===== config.mk =====
export PLATFORM = sky130hd
export DESIGN_NAME = pifo_calendar_cpu_access_master
export DESIGN_NICKNAME = d
export VERILOG_FILES = /design/src/rtl/pifo_calendar_cpu_access_master.sv
export SDC_FILE = /design/constraint.sdc
export NUM_CORES = 1
export LEC_CHECK = 0
export BUFFER_PORTS_ARGS = -buffer_cell sky130_fd_sc_hd__clkbuf_2
export CAP_MARGIN = 20
export CORE_MARGIN = 1
export CORE_UTILIZATION = 25
export CTS_BUF_LIST = sky130_fd_sc_hd__clkbuf_8
export DETAILED_ROUTE_END_ITERATION = 8
export HOLD_SLACK_MARGIN = 0.02
export PLACE_DENSITY = 0.54
export SLEW_MARGIN = 20
export SYNTH_ARGS = -nofsm -noshare
export SYNTH_HDL_FRONTEND = slang
export SYNTH_SLANG_ARGS = --single-unit

===== constraint.sdc =====
create_clock -name clk -period 4.4 [get_ports clk]
set_input_delay 0.22 -clock clk [delete_from_list [all_inputs] [get_ports clk]]
set_output_delay 0.22 -clock clk [all_outputs]
set_load 0.01 [all_outputs]

===== src/rtl/pifo_calendar_cpu_access_master.sv =====
// Host-to-calendar CPU access initiator: one outstanding register request,
// address range check, bounded wait for completion, registered response.
module pifo_calendar_cpu_access_master #(
  parameter int unsigned PIFO_CALENDAR_SIZE        = 1024,
  parameter int unsigned PIFO_CALENDAR_INDEX_WIDTH = 10,
  parameter int unsigned PIFO_ROOT_WIDTH           = 32,
  parameter int unsigned HOST_ADDR_WIDTH           = 16,
  parameter int unsigned TIMEOUT_CYCLES            = 256
) (
  input  logic                                 clk,
  input  logic                                 rst,
  input  logic                                 host_req_valid,
  output logic                                 host_req_ready,
  input  logic                                 host_req_wr,
  input  logic [HOST_ADDR_WIDTH-1:0]           host_req_addr,
  input  logic [PIFO_ROOT_WIDTH-1:0]           host_req_wdata,
  output logic                                 host_resp_valid,
  input  logic                                 host_resp_ready,
  output logic                                 host_resp_err,
  output logic [PIFO_ROOT_WIDTH-1:0]           host_resp_data,
  output logic                                 cpu_rd_valid,
  output logic [PIFO_CALENDAR_INDEX_WIDTH-1:0] cpu_rd_addr,
  input  logic                                 cpu_rd_result_valid,
  input  logic [PIFO_ROOT_WIDTH-1:0]           cpu_rd_result,
  output logic                                 cpu_wr_valid,
  output logic [PIFO_CALENDAR_INDEX_WIDTH-1:0] cpu_wr_addr,
  output logic [PIFO_ROOT_WIDTH-1:0]           cpu_wr_data,
  input  logic                                 cpu_wr_result_valid,
  output logic [15:0]                          stat_timeout_count
);

  localparam int unsigned TMO_W = (TIMEOUT_CYCLES > 2) ? $clog2(TIMEOUT_CYCLES) : 1;
  localparam logic [TMO_W-1:0] TMO_LAST = TMO_W'(TIMEOUT_CYCLES - 1);
  localparam logic [HOST_ADDR_WIDTH:0] SIZE_EXT = (HOST_ADDR_WIDTH + 1)'(PIFO_CALENDAR_SIZE);

  typedef enum logic [1:0] {IDLE, ISSUE, WAIT, RESP} state_e;

  state_e                               state_q, state_d;
  logic                                 req_wr_q, req_wr_d;
  logic                                 range_err_q, range_err_d;
  logic [TMO_W-1:0]                     tmo_cnt_q, tmo_cnt_d;
  logic                                 req_ready_q, req_ready_d;
  logic                                 resp_valid_q, resp_valid_d;
  logic                                 resp_err_q, resp_err_d;
  logic [PIFO_ROOT_WIDTH-1:0]           resp_data_q, resp_data_d;
  logic                                 rd_valid_q, rd_valid_d;
  logic                                 wr_valid_q, wr_valid_d;
  logic [PIFO_CALENDAR_INDEX_WIDTH-1:0] cpu_addr_q, cpu_addr_d;
  logic [PIFO_ROOT_WIDTH-1:0]           cpu_wdata_q, cpu_wdata_d;
  logic [15:0]                          stat_q, stat_d;

  logic accept;
  logic addr_oor;
  logic match;
  logic tmo_hit;

  assign accept   = host_req_valid && req_ready_q;
  assign addr_oor = ({1'b0, host_req_addr} >= SIZE_EXT);
  assign match    = (state_q == WAIT) &&
                    (req_wr_q ? cpu_wr_result_valid : cpu_rd_result_valid);
  assign tmo_hit  = (state_q == WAIT) && !match && (tmo_cnt_q == TMO_LAST);

  // State and registered outputs; rst discards everything in flight
  always_ff @(posedge clk) begin
    if (rst) begin
      state_q      <= IDLE;
      req_wr_q     <= 1'b0;
      range_err_q  <= 1'b0;
      tmo_cnt_q    <= '0;
      req_ready_q  <= 1'b0;
      resp_valid_q <= 1'b0;
      resp_err_q   <= 1'b0;
      resp_data_q  <= '0;
      rd_valid_q   <= 1'b0;
      wr_valid_q   <= 1'b0;
      cpu_addr_q   <= '0;
      cpu_wdata_q  <= '0;
      stat_q       <= '0;
    end else begin
      state_q      <= state_d;
      req_wr_q     <= req_wr_d;
      range_err_q  <= range_err_d;
      tmo_cnt_q    <= tmo_cnt_d;
      req_ready_q  <= req_ready_d;
      resp_valid_q <= resp_valid_d;
      resp_err_q   <= resp_err_d;
      resp_data_q  <= resp_data_d;
      rd_valid_q   <= rd_valid_d;
      wr_valid_q   <= wr_valid_d;
      cpu_addr_q   <= cpu_addr_d;
      cpu_wdata_q  <= cpu_wdata_d;
      stat_q       <= stat_d;
    end
  end

  // Next-state selection
  // Out-of-range requests still pass through ISSUE (with no strobe) so their
  // error response lands two cycles after accept.
  always_comb begin
    state_d = state_q;
    unique case (state_q)
      IDLE:  if (accept) state_d = ISSUE;
      ISSUE: state_d = range_err_q ? RESP : WAIT;
      WAIT:  if (match || tmo_hit) state_d = RESP;
      RESP:  if (host_resp_ready) state_d = IDLE;
      default: state_d = IDLE;
    endcase
  end

  // Next values of the request latch, strobes, response and statistics
  always_comb begin
    req_wr_d     = accept ? host_req_wr : req_wr_q;
    range_err_d  = accept ? addr_oor : range_err_q;
    tmo_cnt_d    = (state_q == WAIT) ? tmo_cnt_q + TMO_W'(1) : '0;
    req_ready_d  = (state_d == IDLE);
    resp_valid_d = (state_d == RESP);

    rd_valid_d   = accept && !addr_oor && !host_req_wr;
    wr_valid_d   = accept && !addr_oor && host_req_wr;
    cpu_addr_d   = cpu_addr_q;
    cpu_wdata_d  = cpu_wdata_q;
    if (accept && !addr_oor) begin
      cpu_addr_d  = host_req_addr[PIFO_CALENDAR_INDEX_WIDTH-1:0];
      cpu_wdata_d = host_req_wdata;
    end

    resp_err_d  = 1'b0;
    resp_data_d = '0;
    unique case (state_q)
      ISSUE: resp_err_d = range_err_q;
      WAIT: begin
        if (match) begin
          resp_data_d = req_wr_q ? '0 : cpu_rd_result;
        end else if (tmo_hit) begin
          resp_err_d = 1'b1;
        end
      end
      RESP: begin
        if (state_d == RESP) begin
          resp_err_d  = resp_err_q;
          resp_data_d = resp_data_q;
        end
      end
      default: ;
    endcase

    stat_d = (tmo_hit && (stat_q != '1)) ? stat_q + 16'd1 : stat_q;
  end

  assign host_req_ready     = req_ready_q;
  assign host_resp_valid    = resp_valid_q;
  assign host_resp_err      = resp_err_q;
  assign host_resp_data     = resp_data_q;
  assign cpu_rd_valid       = rd_valid_q;
  assign cpu_wr_valid       = wr_valid_q;
  assign cpu_rd_addr        = cpu_addr_q;
  assign cpu_wr_addr        = cpu_addr_q;
  assign cpu_wr_data        = cpu_wdata_q;
  assign stat_timeout_count = stat_q;

endmodule

==> impl_metrics.py <==
metrics = {
    "floorplan": {
        "start_util_pct": 25.6,
        "design.portCount": 192,
        "die-area_um2": 18900,
        "die_h_um": 138,
        "die-width_um": 138,
        "core-area_um2": 18000,
        "rows": 49,
    },
    "run_status": {
        "status": "finished, final reports clean",
    },
    "cts": {
        "cts_buffers": 9,
        "cts_sinks": 107,
        "insertion_delay_ns": 0.38,
        "clk_pin_slew_ns": 0.10,
        "cts_resized": 0,
        "clockBufferDepth": 2,
        "tritoncts": "yes",
        "root_buffer": "clkbuf_8",
        "cts_htree_levels": 3,
    },
    "setup_path": {
        "crit_path_end_kind": "flip-flop",
        "path_class": "flip-flop to flip-flop",
        "worst-path-max-fanout": 16,
        "crit_arrival_ns": 2.75,
        "crit_required_ns": 4.67,
        "start_kind": "flip-flop",
    },
    "global_routing": {
        "grt_overflow": 0,
        "antenna_found_initial": 0,
        "grt_pass1_wl_um": 20100,
        "grtUsageTotal_pct": 13.6,
        "grt_pass1_vias": 3853,
        "grt_max_degree": 84,
    },
    "sta": {
        "timing.fmax_ghz": 0.402,
        "rsz0062_at_grt": "no",
        "fin_crit_ns": 2.49,
        "whs_ns": 0.0506,
        "post-route-period-util_pct": 56.5,
        "setup_viol": 0,
        "hold_violations": 0,
        "slew_headroom_pct": 41.1,
        "slew_violations": 0,
        "setup-tns-final_ns": 0,
        "max_slew.worst_pin.slew_ns": 0.880,
        "fin_skew_ns": 0.0167,
    },
    "logic_synthesis": {
        "syn_nets": 632,
        "synth_warnings": 0,
        "synth_cells": 539,
        "ys.flop_type": "dfxtp_1",
        "synth_cell_types": 48,
        "synth_area_um2": 4590,
        "synth_edf_count": 0,
        "ys_ff_latch": 107,
        "async_flop_share_pct": 0,
        "seq_area_frac_synth_pct": 46.6,
        "avgSynthCellArea_um2": 8.52,
    },
    "final_layout": {
        "finalNetCount": 794,
        "diodes": 0,
        "drive_gt1_share_pct": 33.9,
        "area_growth_pct": 28.4,
        "fin_util_pct": 32.8,
    },
    "power_and_ir_drop": {
        "powerDensity_nw_per_um2": 321,
        "p_leak_nw": 2.36,
        "vdd_ir_drop_max_uv": 138,
        "power.total_mw": 1.89,
    },
    "job": {
        "drv_cap": 0,
    },
    "placement": {
        "numPortBuffers": 191,
        "gp_congestion": 0.781,
        "dp_hpwl_um": 8640,
    },
    "detailed_routing": {
        "routed_via_density": 4.66,
        "drc": 0,
        "vias": 4355,
        "top_layer": "met4",
        "ant_nets": 0,
        "routed_wl_um": 12800,
        "wl_per_cell_um": 13.7,
        "wl_met3_um": 718,
        "dr_wl_met2_um": 5950,
        "wl_met1_um": 5970,
        "dr.pass1.iters": 4,
        "first_iter_violations": 238,
    },
    "worst_hold_path": {
        "hp-class": "input pin to flip-flop",
    },
}
-- cell usage after synthesis (3+ instances only) --
cell type    n  area, µm²
nand2b_1     3       18.8
nand4_1      4       25.0
clkbuf_1    39        146
buf_4       10       75.1
a21oi_1     49        245
a211oi_1     7       52.6
nor2_1      26       97.6
nor3_1       6       30.0
nand4b_1    33        289
inv_1        6       22.5
ha_1         6       75.1
nand3_1     10       50.1
o21ai_0      4       20.0
dfxtp_1    107       2140
nand2_1    126        473
and4_1       4       35.0
o22ai_1     32        200
mux2_2      13        146
nor2b_1     13       81.3
a2111oi_2    3       45.0
-- worst paths after layout --
path                                         start                end  slack, ns  depth (start not counted)
worst min-delay path            host_req_wdata[16]    cpu_wr_data[16]       0.05                          3
worst max register to register          state_q[1]  host_resp_data[2]       1.91                          7
worst max-delay path                    state_q[1]  host_resp_data[2]       1.91                          7
worst min register to register     cpu_wr_data[12]    cpu_wr_data[12]       0.46                          2
-- power breakdown --
part           switching, mW  internal (mW)
clock                  0.346          0.217
sequential            0.0223          0.991
combinational          0.205          0.112
total                  0.573           1.32
-- layout make-up --
type,instances,area [µm²]
Fill cell,1929,12100
Multi-Input combinational cell,374,2220
Sequential cell,107,2140
Timing Repair Buffer,203,1050
Tap cell,229,287
Clock buffer,10,138
Clock inverter,6,35.0
Inverter,6,22.5
-- critical path, cell delays in order (launching register included) --
cell     delay, ns
dfxtp_1       0.35
inv_1         0.15
ha_1          0.27
a21bo_2       0.29
o221a_2       0.33
nor2_2        0.55
buf_4         0.34
o22ai_1       0.09
-- state kept, by name (all words and copies together), names as in the netlist --
name / cells
cpu_wr_data: 32
tmo_cnt_q: 8
host_resp_data: 32
stat_timeout_count: 16
cpu_rd_addr: 10
cpu_wr_valid: 1
cpu_rd_valid: 1
host_resp_valid: 1
range_err_q: 1
host_resp_err: 1
req_wr_q: 1
state_q: 2
host_req_ready: 1
-- kinds of logic after synthesis --
group	after synthesis	synth area share (%)
compound gates	107	14.6
xor+xnor	4	0.763
fa+ha+maj	6	1.63
buf+inv	58	5.75
flops	107	46.6
mux	15	3.65
simple gates	242	27.0
-- layer usage --
layer / track usage [%] / vias to the layer above
li1: - / 2213
met1: 18.6 / 1996
met2: 20.9 / 134
met3: 2.94 / 12
met4: 5.13 / 0
met5: 0 / -
-- cells in the final DEF (no fill, tap or decap), types with 2 or more instances in the layout --
cell,netlist,layout
or4_1,2,2
dfxtp_1,107,107
buf_4,10,11
dlygate4sd3_1,0,2
clkbuf_2,0,190
ha_1,6,6
and4_1,4,4
clkinvlp_4,0,2
a21oi_1,49,49
nand2b_1,3,3
nor4_1,2,2
a211oi_1,7,7
nand2_1,126,126
nor2_1,26,25
o22ai_1,32,32
nand4b_1,33,33
xor2_1,2,2
nor3_1,6,6
a2111oi_0,2,2
xnor2_1,2,2
nor2b_1,13,13
inv_1,6,9
and2_1,2,2
nand4_1,4,4
o21ai_0,4,4
or3_1,2,2
a2111oi_2,3,2
clkbuf_8,0,10
mux2_2,13,13
nand3_1,10,10
o21a_1,2,2
-- through the flow --
stage / setup WS, ns / cell area [µm²] / std cells
global route: 1.67 / 5900 / 935
detailed placement: 1.58 / 5700 / 916
finish: 1.91 / 5900 / 935
global placement: 1.64 / 5700 / 916
CTS: 1.58 / 5880 / 933
floorplan: 2.25 / 4590 / 539
-- what timing repair did --
action / CTS / global route
hold buffers: 1 / 1
setup buffers: 0 / 0
endpoints found under the hold margin: 1 / 1
(Power assumes the default switching activity.)
